`config.mk`:
```
export PLATFORM = sky130hd
export DESIGN_NAME = mac_tx_framer
export DESIGN_NICKNAME = d
export VERILOG_FILES = /design/src/rtl/mac_pkg.sv /design/src/rtl/crc32_d8.sv /design/src/rtl/mac_tx_framer.sv
export SDC_FILE = /design/constraint.sdc
export NUM_CORES = 1
export LEC_CHECK = 0
export BUFFER_PORTS_ARGS = -buffer_cell sky130_fd_sc_hd__buf_2
export CORE_UTILIZATION = 30
export DETAILED_ROUTE_END_ITERATION = 6
export PLACE_DENSITY_LB_ADDON = 0.1
export SLEW_MARGIN = 20
export SYNTH_ARGS = -nofsm -noshare
export SYNTH_HDL_FRONTEND = slang
export SYNTH_SLANG_ARGS = --single-unit
```
`constraint.sdc`:
```
create_clock -name clk -period 6 [get_ports clk]
set_input_delay 0.6 -clock clk [delete_from_list [all_inputs] [get_ports clk]]
set_output_delay 0.6 -clock clk [all_outputs]
set_load 0.05 [all_outputs]
```
`src/rtl/mac_pkg.sv`:
```
// Shared definitions for the MAC transmit/receive datapath:
// framing constants, CRC-32 parameters and the transmit FSM state type.
package mac_pkg;

    localparam logic [7:0]  PREAMBLE_BYTE = 8'h55;
    localparam logic [7:0]  SFD_BYTE      = 8'hD5;
    localparam logic [31:0] CRC_POLY      = 32'hEDB88320;
    localparam logic [31:0] CRC_INIT      = 32'hFFFFFFFF;

    typedef enum logic [2:0] {
        IDLE,
        PREAMBLE,
        SFD,
        DATA,
        PAD,
        FCS,
        DRAIN,
        IFG
    } mac_tx_state_t;

endpackage

```
`src/rtl/crc32_d8.sv`:
```
// Combinational IEEE 802.3 CRC-32 step: current CRC plus one byte, LSB first.
// Shared by the transmit framer and the receive FCS checker.
module crc32_d8
    import mac_pkg::*;
(
    input  logic [31:0] crc,
    input  logic [7:0]  data,
    output logic [31:0] crc_next
);

    logic [31:0] c;

    always_comb begin
        c = crc ^ {24'h0, data};
        for (int i = 0; i < 8; i++) begin
            c = c[0] ? ((c >> 1) ^ CRC_POLY) : (c >> 1);
        end
    end

    assign crc_next = c;

endmodule

```
`src/rtl/mac_tx_framer.sv`:
```
// Byte-wide Ethernet transmit framer: preamble, SFD, payload, pad, FCS, IFG.
// Define MAC_TX_PAD_EN to zero-pad payloads shorter than MIN_PAYLOAD.
module mac_tx_framer
    import mac_pkg::*;
#(
    parameter int PREAMBLE_BYTES = 7,
    parameter int IFG_BYTES      = 12,
    parameter int MIN_PAYLOAD    = 60
) (
    input  logic       clk,
    input  logic       rst,
    input  logic       s_valid,
    input  logic [7:0] s_data,
    input  logic       s_last,
    output logic       s_ready,
    output logic       mac_phy_txen,
    output logic [7:0] mac_phy_txd,
    output logic       tx_busy,
    output logic       tx_underrun
);

`ifdef MAC_TX_PAD_EN
    localparam bit PAD_ON = 1'b1;
`else
    localparam bit PAD_ON = 1'b0;
`endif

    mac_tx_state_t state;
    logic [10:0]   cnt;
    logic [10:0]   cnt_inc;
    logic [1:0]    fcs_idx;
    logic [31:0]   crc;
    logic [31:0]   crc_next;
    logic [31:0]   fcs_word;
    logic [7:0]    crc_data;
    logic          bad;

    assign s_ready  = (state == SFD) || (state == DATA) || (state == DRAIN);
    assign crc_data = (state == PAD) ? 8'h00 : s_data;
    assign cnt_inc  = (cnt == 11'h7ff) ? cnt : cnt + 11'd1;
    // An aborted frame sends the raw register so the far end sees a bad FCS.
    assign fcs_word = bad ? crc : ~crc;

    crc32_d8 u_crc (
        .crc      (crc),
        .data     (crc_data),
        .crc_next (crc_next)
    );

    // State names the action taken at the next edge; outputs hold the current byte.
    always_ff @(posedge clk or posedge rst) begin
        if (rst) begin
            state        <= IDLE;
            cnt          <= '0;
            fcs_idx      <= '0;
            crc          <= '0;
            bad          <= 1'b0;
            mac_phy_txen <= 1'b0;
            mac_phy_txd  <= '0;
            tx_busy      <= 1'b0;
            tx_underrun  <= 1'b0;
        end else begin
            tx_underrun <= 1'b0;
            unique case (state)
                IDLE: begin
                    if (s_valid) begin
                        state        <= PREAMBLE;
                        cnt          <= 11'd1;
                        bad          <= 1'b0;
                        tx_busy      <= 1'b1;
                        mac_phy_txen <= 1'b1;
                        mac_phy_txd  <= PREAMBLE_BYTE;
                    end
                end
                PREAMBLE: begin
                    if (cnt == 11'(PREAMBLE_BYTES)) begin
                        state       <= SFD;
                        cnt         <= '0;
                        crc         <= CRC_INIT;
                        mac_phy_txd <= SFD_BYTE;
                    end else begin
                        cnt         <= cnt_inc;
                        mac_phy_txd <= PREAMBLE_BYTE;
                    end
                end
                SFD, DATA: begin
                    if (s_valid) begin
                        mac_phy_txd <= s_data;
                        crc         <= crc_next;
                        cnt         <= cnt_inc;
                        fcs_idx     <= 2'd0;
                        if (!s_last)
                            state <= DATA;
                        else if (PAD_ON && cnt_inc < 11'(MIN_PAYLOAD))
                            state <= PAD;
                        else
                            state <= FCS;
                    end else begin
                        // Underrun: first FCS byte goes out now, uncomplemented.
                        tx_underrun <= 1'b1;
                        bad         <= 1'b1;
                        mac_phy_txd <= crc[7:0];
                        fcs_idx     <= 2'd1;
                        state       <= FCS;
                    end
                end
                PAD: begin
                    mac_phy_txd <= 8'h00;
                    crc         <= crc_next;
                    cnt         <= cnt_inc;
                    if (cnt_inc >= 11'(MIN_PAYLOAD))
                        state <= FCS;
                end
                FCS: begin
                    mac_phy_txd <= 8'(fcs_word >> {fcs_idx, 3'b000});
                    fcs_idx     <= fcs_idx + 2'd1;
                    if (fcs_idx == 2'd3) begin
                        state <= bad ? DRAIN : IFG;
                        cnt   <= '0;
                    end
                end
                DRAIN: begin
                    mac_phy_txen <= 1'b0;
                    mac_phy_txd  <= '0;
                    if (s_valid && s_last) begin
                        state <= IFG;
                        cnt   <= '0;
                    end
                end
                IFG: begin
                    mac_phy_txen <= 1'b0;
                    mac_phy_txd  <= '0;
                    if (cnt == 11'(IFG_BYTES)) begin
                        state   <= IDLE;
                        tx_busy <= 1'b0;
                    end else begin
                        cnt <= cnt_inc;
                    end
                end
            endcase
        end
    end

endmodule
```
Word-level counts from Yosys, hierarchy flattened
Cells that the tools add are included.
- flip-flop bits (word level): 60
- input port bits: 12
- output and inout bits: 12
- logic and storage cells: 107
- add/subtract/negate cells: 2
- magnitude comparators: 1
- equality and inequality tests: 20
- shift operators: 1
- mux-type cells: 46
- bitwise operators: 10
- reductions and logical operators: 18
- operators by type and width (cell ; number):
    $mux W32 ; 11
    $not A13 Y14 ; 8
    $pmux W32 S3 ; 1
    $mux W11 ; 7
    $pmux W11 S7 ; 1
    $pmux W8 S5 ; 1
    $mux W8 ; 4
    $not A32 Y32 ; 1
    $shr A32 B5 Y8 ; 1
    $xor A32 B8 Y32 ; 1
    $mux W3 ; 8
    $pmux W3 S7 ; 1
    $ne A2 B2 Y1 const B ; 7
    $eq A3 B3 Y1 const B ; 4
    $add A11 B1 Y11 const B ; 1
    $eq A11 B11 Y1 const B ; 1
    $eq A11 B3 Y1 const B ; 1
    $eq A11 B4 Y1 const B ; 1
    $ge A11 B6 Y1 const B ; 1
    $reduce_and A3 Y1 ; 3
    $mux W1 ; 8
    $reduce_bool A2 Y1 ; 4
    $eq A3 B2 Y1 const B ; 2
    $pmux W1 S2 ; 3
    14 further kinds ; 17

Longest topological paths before layout
Gate-level depths: netlist (run 1).
- depth after elaboration: 21
- gate-level depth with buffers: 10
- depth with buffers taken out: 9

Cells and area by module
From an unflattened synthesis (run 1), not the netlist that was laid out.
- cells, all modules: 441
- area total of the unflattened synthesis: 4434.3 um^2
- by module, submodules not included (module ; times used ; cells each ; area an instance (um^2) ; seq. area each (um^2)):
    mac_tx_framer ; 1 ; 378 ; 3420.8 ; 1501.4
    crc32_d8 ; 1 ; 63 ; 1013.5 ; 0.0

Worst setup path after synthesis (run 1)
Ideal clock, no wire load.
- path kind: reg-to-reg
- start point: register state[0]
- end point: register crc[20]
- setup time: 137 ps
- arrival time: 2513 ps
- required time: 5863 ps
- setup slack: 3350 ps
- cell stages (with the launch flop): 9
- buffers on the path: 1
- period minus slack after synthesis: 2650 ps
- cell sequence: dfrtp_1 -> or3b_1 -> buf_2 -> a221oi_4 -> xnor2_1 -> xnor3_2 -> xnor2_2 -> xnor2_1 -> a21oi_1
- cells in the longest elaborated chain, start to end: 18
- elaborated cells on any way between the ends: 27
- classes of those cells: eq/ne: 6; mux: 11; bitwise: 7; reduce/logical: 3
- RTL lines (element ; RTL line ; RTL):
    from (decl) ; mac_tx_framer.sv:28 ; mac_tx_state_t state;
    from (signal assigned) ; mac_tx_framer.sv:118 ; state <= bad ? DRAIN : IFG;
    $eq A3 B3 Y1 ; mac_tx_framer.sv:39, mac_tx_framer.sv:64 ;
    $mux W8 ; mac_tx_framer.sv:39 ; assign crc_data = (state == PAD) ? 8'h00 : s_data;
    $xor A32 B8 Y32 ; crc32_d8.sv:14 ; c = crc ^ {24'h0, data};
    $mux W32 ; crc32_d8.sv:16 ; c = c[0] ? ((c >> 1) ^ CRC_POLY) : (c >> 1);
    $not A13 Y14 (no line) ; - ;
    $mux W32 (2 in a row) ; crc32_d8.sv:16 ;
    $not A13 Y14 (no line) ; - ;
    $mux W32 ; crc32_d8.sv:16 ;
    $not A13 Y14 (no line) ; - ;
    $mux W32 (2 in a row) ; crc32_d8.sv:16 ;
    $not A13 Y14 (no line) ; - ;
    $mux W32 ; crc32_d8.sv:16 ;
    $not A13 Y14 (no line) ; - ;
    $mux W32 ; crc32_d8.sv:16 ;
    $mux W32 ; mac_tx_framer.sv:87 ; if (s_valid) begin
    $pmux W32 S3 ; mac_tx_framer.sv:64 ; unique case (state)
    to (signal assigned) ; mac_tx_framer.sv:89 ; crc <= crc_next;
    to (signal assigned) ; mac_tx_framer.sv:109 ; crc <= crc_next;
    to (decl) ; mac_tx_framer.sv:32 ; logic [31:0] crc;
Several ways; a longest one is shown, not always the timed one. The select of a mux whose other input is x is not followed.
A chain may end at the register's enable or synchronous reset.

Worst setup path in the final report (run 1)
- start point: register state[2]
- end point: register crc[23]
Same word-level chain as after synthesis.

==> results of run 1 <==
## area by class of cell
| cell class | instances | area, um^2 |
|---|---|---|
| clock buffers | 13 | 270.3 |
| clock inverters | 3 | 67.56 |
| fillers | 1384 | 8557 |
| inverters | 6 | 22.52 |
| multi-input cells | 340 | 2414 |
| flip-flops and latches | 60 | 1501 |
| well taps | 176 | 220.2 |
| repair buffers | 26 | 137.6 |
## critical path, stage by stage, from the launching register on
cell and delay [ps]:
dfrtp_1 850, or3b_1 720, a221oi_4 580, xnor2_1 340, xnor3_2 490, xnor2_2 230, xnor2_1 140, a21oi_1 80
## Yosys cell counts (2+ instances only)
cell and count:
and2_1 8, xor2_1 32, nand2b_1 6, o21a_1 2
mux2i_1 5, a22o_1 4, clkbuf_1 18, nand3_1 7
ha_1 3, nor2b_1 11, o22ai_1 2, a31oi_1 7
xnor2_1 48, o21ai_0 8, a41oi_1 2, a221oi_4 3
nor3b_1 2, a21oi_1 52, and3_1 6, nor2_1 54
nand4_1 4, xnor2_2 2, or4_1 3, mux2_2 4
o22a_1 2, buf_2 4, nor3_1 4, mux4_2 8
dfrtp_1 60, nand2_1 29, a22oi_1 4, inv_1 6
## through the flow
| step | area (um^2) | cells | utilization | worst slack [ps] |
|---|---|---|---|---|
| finish | 4633 | 624 | 0.3513 | 2391 |
| detailed placement | 4295 | 608 | 0.3257 | 2440 |
| CTS | 4633 | 624 | 0.3513 | 2416 |
| global placement | 4295 | 608 | 0.3257 | 2520 |
| floorplan | 4048 | 431 | - | 3350 |
| global route | 4633 | 624 | 0.3513 | 2224 |
## metal layers
metal | wire length (um) | GRT usage
met2 | 5434 | 0.2750
met4 | 199 | 0.07292
met5 | 0 | 0
met1 | 5339 | 0.2344
met3 | 265 | 0.03620
## layout by cell type, fill, tap and decap left out, drive strengths merged, types with 3 or more instances in the layout
cell type,Yosys,routed
inv,6,6
a21oi,52,52
mux4,8,8
buf,7,26
nand3,7,7
xor2,33,33
clkbuf,18,13
dfrtp,60,60
nor2b,11,11
xnor2,50,50
mux2,4,4
nor2,55,55
o21ai,9,9
nand2b,6,6
a22o,4,4
a221oi,4,4
and3,6,6
a22oi,4,4
nand2,29,29
nor3,4,4
and2,8,8
a31oi,7,7
mux2i,5,5
ha,3,3
or4,3,3
nand4,4,4
## how the worst max path moves through the flow
stage,from,cells past startpoint,to
after floorplan,state[0],8,crc[20]
after global placement,state[2],7,crc[20]
after detailed placement,state[2],7,crc[20]
after CTS,state[2],7,crc[20]
after global routing,state[2],7,crc[23]
final,state[2],7,crc[23]
## flip-flops by register name (all words and copies together), names as in the netlist
register / count
cnt: 11
tx_underrun: 1
tx_busy: 1
crc: 32
state: 3
fcs_idx: 2
mac_phy_txd: 8
mac_phy_txen: 1
bad: 1
## logic make-up after synthesis
kind of cell	after synthesis
flops	60
buf+inv	31
compound gates	96
simple gates	139
mux	17
xor+xnor	85
fa+ha+maj	3
==> reports/qor.txt, run 1 <==
status: completed
initial antenna violation count: 0
HP Class: register to register
CTS Buf Count: 9
core region area: 13190 um^2
Die Area: 13960 um^2
WHS: 493.8 ps
Slew headroom: 0.2750
Worst-path clk slew: 60 ps
worst hold start: mac_phy_txen
clock period minus worst slack: 3609 ps
Final Cycle Share: 0.6015
largest family of logic cells by synthesized area: XOR/XNOR gates
max-capacitance violation count: 0
synth warn: 0
Resize count post-CTS: 0
Avg Inst Size Synth: 9.391 um^2
critical path endpoint category: register
Residual DRC: 0
FF-to-FF path depth: 7
postcts setup bufs: 0
Pins Over Slew Limit: 0
critical path class: register to register
Peak Freq: 0.2771 GHz
Syn Nets: 446
Area Growth Syn to Fin: 14.47%
Hold EP: mac_phy_txen
first-pass GRT wire length: 18.37 mm
Yosys reg bits: 60
vias in the first global route: 3188
number of port buffers: 23
# diodes: 0
RSZ-0062 raised after global routing: no
hpwl dp: 7.980 mm
Crit path required time: 6180 ps
Yosys top cell area share: 0.3709
drt wl/cell: 18.01 um
proportion of layout cells with a drive suffix above 1: 0.1496
Final TNS setup: 0 ps
Post-synth EDFFs: 0
vias per cell: 4.971
crit start category: register
CTS tree: built
final setup vio count: 0
Mapped Area: 4048 um^2
r2r endpoint: crc[23]
Seq/Total Area, Yosys: 0.3709
I/O pins: 24
FF-to-FF setup slack: 2390 ps
CP arrival: 3780 ps
clock root buffer master: clkbuf_16
Unique masters post-synth: 53
Placer Congestion: 0.8080
Async SR Flop Fraction: 1.000
Worst Hold Depth: 1
maximum clock path buffer count: 2
Slew @ Worst Pin: 1085 ps
Post-Synth Adder-Cell Area: 0.009274
H-tree depth: 3
Clk Latency, worst-skew pair: 340 ps
mux share of post-synthesis cell area: 0.06801
CTS Sinks: 60
RR Startpoint: state[2]
Synth Area in Simple Gates: 0.1635
DR iter-0 viols: 286
synthesized netlist cell count: 431
total gr overflow: 0
Final Net Count: 458
ANT nets after route: 0
largest cells by area after synthesis: dfrtp_1, xnor2_1, xor2_1, a21oi_1, nor2_1
ys flop type: dfrtp_1
Std-Cell Rows: 42
Fin. Hold Viols: 0
Die Y: 118.2 um
pin count of the biggest net entering global routing: 61
final WL: 11.24 mm
via count: 3102
post-synth top area cell: dfrtp_1
XOR/XNOR Fraction of Synth Area: 0.1972
Hold Buf Count CTS: 0
Die W: 118.2 um
top fanout value on the critical path: 27
Setup Skew: 7.732 ps
drt first pass iters: 4
Compound-Gate Fraction of Synth Area: 0.1583
Overall Global Routing Usage: 0.1753
Initial Util: 0.3069
Power of run 1 is not shown: default switching activity piles up to over one toggle a cycle in this logic, so the estimate is an artifact.
==> run 2: changes to the inputs <==
ABC_AREA = 1   (was unset)
clock period = 3.45 ns   (was 6 ns; I/O delays follow)
==> run 2 against run 1 <==
- clock-buffer cell count shrank 4
- worst setup slack lost 1500 ps
- cell area grew 11%
- core utilization is essentially flat
- first-iteration DRC count shrank 1.4%
- area after synthesis grew 12%
- critical path type unchanged
- via count grew 42%
- synthesized cell count grew 53%
- hold slack lost 290 ps
- register-to-register slack lost 1500 ps
- maximum frequency grew 40%
- global-route usage grew 1.5 points
==> reports/qor.txt, run 2 <==
Fin. Hold Viols: 0
Critical Path Most Common Cell: nand3_1
Avg Inst Size Synth: 6.906 um^2
proportion of layout cells with a drive suffix above 1: 0.1277
Synth Area in Simple Gates: 0.3290
Post-Synth Adder-Cell Area: 0.008260
Die Area: 15640 um^2
Die Y: 125.1 um
RSZ-0062 raised after global routing: no
Yosys top cell area share: 0.3304
Hold Buf Count CTS: 0
XOR/XNOR Fraction of Synth Area: 0.09003
max reg flops: 32
Unique masters post-synth: 39
H-tree depth: 3
VDD IR max: 0.2959 mV
maximum clock path buffer count: 2
Slew @ Worst Pin: 911.1 ps
final setup vio count: 0
vias per cell: 5.036
Pins Over Slew Limit: 0
DR iter-0 viols: 282
combinational power share: 0.613
Peak Freq: 0.3886 GHz
Slew headroom: 0.3917
Clk Latency, worst-skew pair: 340 ps
number of port buffers: 23
pre-CTS setup slack: 910.9 ps
Post-synth EDFFs: 0
internal power: 2.499 mW
Residual DRC: 0
largest cells by area after synthesis: dfrtp_1, nand2_1, inv_1, nand3_1, xor2_1
HP Class: input port to async pin
total gr overflow: 0
clock period minus worst slack: 2573 ps
Top reg by flops: crc
DP Area: 4842 um^2
Compound-Gate Fraction of Synth Area: 0.1473
# fillers: 1584
PwrDens: 1049 nW/um^2
drt first pass iters: 7
CTS Sinks: 60
Worst-path clk slew: 60 ps
post-synth top area cell: dfrtp_1
WHS: 205.9 ps
Final Cycle Share: 0.7458
final instance area: 5144 um^2
top fanout value on the critical path: 25
clock root buffer master: clkbuf_16
critical path endpoint category: register
most frequent cell after synthesis: nand2_1
Area Growth Syn to Fin: 13.19%
CTS Buf Count: 9
status: completed
CP max stage delay: 470 ps
I/O pins: 24
top cells by count, synth: nand2_1, inv_1, dfrtp_1
core region area: 14640 um^2
postcts setup bufs: 0
Power, Total: 5.394 mW
largest registers: crc: 32 flops, cnt: 11 flops, mac_phy_txd: 8 flops
Overall Global Routing Usage: 0.1908
Setup Skew: 8.700 ps
ys flop type: dfrtp_1
Async SR Flop Fraction: 1.000
hpwl dp: 10.56 mm
Sw Ratio: 0.5367
critical path's slowest cell: dfrtp_1
largest family of logic cells by synthesized area: simple AND/OR/NAND/NOR gates
Syn Nets: 673
via count: 4396
commonest non-fill, non-tap cell in the layout: nand2_1
Seq/Total Area, Yosys: 0.3304
Reg power frac: 0.215
Resize count post-CTS: 0
first-pass GRT wire length: 22.76 mm
synth warn: 0
CP arrival: 2810 ps
# diodes: 0
Setup WS post-layout: 877.0 ps
mux share of post-synthesis cell area: 0
vias in the first global route: 4177
Placer Congestion: 0.8733
synthesized netlist cell count: 658
Final Net Count: 699
Crit path required time: 3690 ps
Die W: 125.1 um
Initial Util: 0.3103
initial antenna violation count: 0
power share of the clock group: 0.172
critical path class: register to register
CTS tree: built
FF-to-FF path depth: 10
ANT nets after route: 0
crit start category: register
max-capacitance violation count: 0
drt wl/cell: 16.36 um
Std-Cell Rows: 44
pin count of the biggest net entering global routing: 38
Yosys reg bits: 60
Mapped Area: 4544 um^2
leak pwr: 2.507 nW
Final TNS setup: 0 ps
final WL: 14.29 mm
most frequent cells in the layout: nand2_1, inv_1, dfrtp_1
sw power: 2.895 mW
cells along the critical path: ha_1, nand3_1, nor3_1, nor2_1, nor2_2, nand2_2, clkinv_2, nand3_1, nand2_1, inv_1
[run 2: cell types whose count changed after synthesis, moves of 11 or more]
cell,delta
inv_1,+79
nand2_1,+174
clkbuf_1,-13
o21ai_0,+27
xnor2_1,-38
a21oi_1,-26
nand2_2,+16
nor2b_1,-11
nor2_1,-13
nand3_1,+46
[run 2: path summary, 6_finish.rpt]
| check | startpoint | to | slack, ps |
|---|---|---|---|
| max | cnt[0] | crc[5] | 880 |
| min | rst | crc[10] | 210 |
| max reg2reg | cnt[0] | crc[5] | 880 |
| min reg2reg | tx_busy | tx_busy | 500 |
| max in group asynchronous | rst | crc[31] | 2500 |
| min in group clk | s_data[5] | mac_phy_txd[5] | 310 |
[run 2: worst max-delay path, delay by kind of cell (launching register included)]
family | cells | cell delay, ps
and+or+nand+nor | 7 | 1320
buffers and inverters | 2 | 380
adders and majority gates | 1 | 300
DFF | 1 | 470
[run 2: final cells by class]
class,count,area [um^2],area share
clock buffers,9,225.2,0.04378
well taps,184,230.2,0.04476
repair buffers,28,152.6,0.02968
clock inverters,7,76.32,0.01484
inverters,92,346.6,0.06738
multi-input cells,493,2611,0.5077
flip-flops and latches,60,1501,0.2919
[run 2: metal layers]
metal  vias up  track usage  wire [um]
met2       110       0.3096       6509
met4         0      0.05165        223
met5         -            0          0
li1       2172            -          -
met3        17      0.04108        709
met1      2097       0.2561       6844
[run 2: through the flow]
| step | util | cells |
|---|---|---|
| floorplan | - | 658 |
| global placement | 0.3307 | 857 |
| detailed placement | 0.3307 | 857 |
| CTS | 0.3512 | 873 |
| global route | 0.3512 | 873 |
| finish | 0.3512 | 873 |
[run 2: power by group through the flow]
stage / combinational, mW / sequential, mW / clock (mW)
floorplan: 2.39 / 1.28 / 0
global placement: 3.30 / 1.17 / 0
detailed placement: 3.30 / 1.17 / 0
CTS: 3.30 / 1.16 / 0.948
global route: 3.71 / 1.19 / 0.972
finish: 3.30 / 1.16 / 0.930
[run 2: logic make-up after synthesis]
family | Yosys count
buf+inv | 105
compound gates | 110
xor+xnor | 39
fa+ha+maj | 3
flops | 60
simple gates | 341
No activity file was read; power rests on OpenSTA's default activity.
==> run 3: changes to the inputs <==
clock period = 2.15 ns   (was 3.45 ns; I/O delays follow)
==> run 3 against run 2 <==
- clock power up 82%
- critical path depth up 1
- sequential cell count unchanged
- die area unchanged
- worst setup slack worse by 850 ps
- sequential share of layout area down 4.5 points
- combinational power up 110%
- total power up 93%
- final cell count up 7.1%
- hold slack worse by 33 ps
- routed wire length up 7.0%
- non-clock buffer count up 61
- critical endpoint is now crc[21]
==> reports/qor.txt, run 3 (synthesis results as in run 2) <==
worst hold start: s_data[5]
via count: 4603
DR iter-0 viols: 278
Core Util, Final: 0.4162
total gr overflow: 0
leak pwr: 2.958 nW
core region area: 14640 um^2
clock root buffer master: clkbuf_16
clock period minus worst slack: 2127 ps
Worst-path clk slew: 60 ps
Placer Congestion: 0.8664
DP Area: 5110 um^2
drt wl/cell: 16.35 um
Area Growth Syn to Fin: 34.11%
Initial Util: 0.3103
Power, Total: 10.43 mW
hpwl dp: 10.76 mm
Die Y: 125.1 um
drt first pass iters: 7
maximum clock path buffer count: 2
final instance area: 6095 um^2
Final Cycle Share: 0.9893
Slew @ Worst Pin: 492.3 ps
max-capacitance violation count: 0
commonest non-fill, non-tap cell in the layout: nand2_1
RR Startpoint: state[1]
CP max stage delay: 450 ps
Clk Latency, worst-skew pair: 350 ps
status: completed
crit start category: register
HP Class: input port to register
critical path's slowest cell: dfrtp_2
# diodes: 0
WHS: 172.7 ps
Std-Cell Rows: 44
Slew headroom: 0.6710
PwrDens: 1712 nW/um^2
most frequent cells in the layout: nand2_1, inv_1, dfrtp_1
Die Area: 15640 um^2
vias per cell: 4.923
ANT nets after route: 0
Top reg by flops: crc
Peak Freq: 0.4701 GHz
RSZ-0062 raised after global routing: yes
vias in the first global route: 4266
proportion of layout cells with a drive suffix above 1: 0.2943
Pins Over Slew Limit: 0
final setup vio count: 0
CP arrival: 2370 ps
Residual DRC: 0
Final Net Count: 761
CTS Buf Count: 9
pin count of the biggest net entering global routing: 61
Crit path required time: 2390 ps
critical path endpoint category: register
CTS tree: built
Critical Path Start: state[1]
I/O pins: 24
largest registers: crc: 32 flops, cnt: 11 flops, mac_phy_txd: 8 flops
Die W: 125.1 um
final WL: 15.29 mm
Overall Global Routing Usage: 0.1930
initial antenna violation count: 0
Fin. Hold Viols: 0
Setup Skew: 10.50 ps
CTS Sinks: 60
number of port buffers: 23
VDD IR max: 0.5809 mV
first-pass GRT wire length: 23.18 mm
max reg flops: 32
critical path class: register to register
cells along the critical path: nor2_4, nand2_4, buf_6, nand2_8, xor2_4, xor2_4, nand2_1, nand3_1, nand3_1, nand2_1, inv_1
top fanout value on the critical path: 6
H-tree depth: 3
## run 3: cell types whose count changed in the layout (fill, tap and decap cells not counted), sizes merged
cell / change
clkinvlp: -2
clkbuf: +3
inv: -1
clkinv: -1
dlygate4sd3: +1
buf: +59
nand2: +1
bufinv: +2
## run 3: cell type report
cell class                      instances  area [um^2]
Sequential cell                        60         1504
Fill cell                            1498         8549
Tap cell                              184        230.2
Multi-Input combinational cell        494         2994
Inverter                               92        360.3
Clock inverter                          5        100.1
Timing Repair Buffer                   89        673.1
Clock buffer                           11        232.7
## run 3: timing repair
item / CTS / global route
hold endpoints to repair: 60 / 0
cloned: 0 / 2
gates resized for setup: 4 / 109
buffers inserted: 0 / 25
hold buffers: 1 / 0
pin swaps: 0 / 49
endpoints found under the setup margin: 8 / 33
## run 3: worst paths after layout
check                                       to  slack, ps  cells past startpoint
min in group asynchronous              crc[16]        480                      4
max in group asynchronous             state[1]       1360                      4
worst max-delay path                   crc[21]         20                     11
worst max register to register         crc[21]         20                     11
worst min-delay path            mac_phy_txd[5]        170                      3
worst min register to register  mac_phy_txd[6]        500                      2
## run 3: per-stage QoR
stage	setup TNS, ps	worst slack, ps	std cells
after floorplan	0	221.9	658
after global routing	-466.8	-69.34	935
final	0	22.99	935
after CTS	0	7.008	908
after global placement	-96.61	-39.79	891
after detailed placement	-129.9	-63.08	891
## run 3: metal layers
metal,global-route usage,part of all wire,vias up
li1,-,-,2302
met1,0.2705,0.49,2178
met2,0.3030,0.46,112
met3,0.03423,0.044,11
met4,0.05524,0.0090,0
met5,0,0,-
## run 3: report_power, final
part           switching, mW  total [mW]  internal, mW
clock                  0.559        1.69          1.13
combinational           4.36        6.90          2.54
sequential             0.337        1.85          1.51
## run 3: worst max-delay path: cells and delay by family (launching register included)
| kind | cells | cell delay [ps] |
|---|---|---|
| XOR/XNOR | 2 | 560 |
| buffers and inverters | 2 | 230 |
| flip-flops | 1 | 450 |
| AND/OR/NAND/NOR | 7 | 790 |
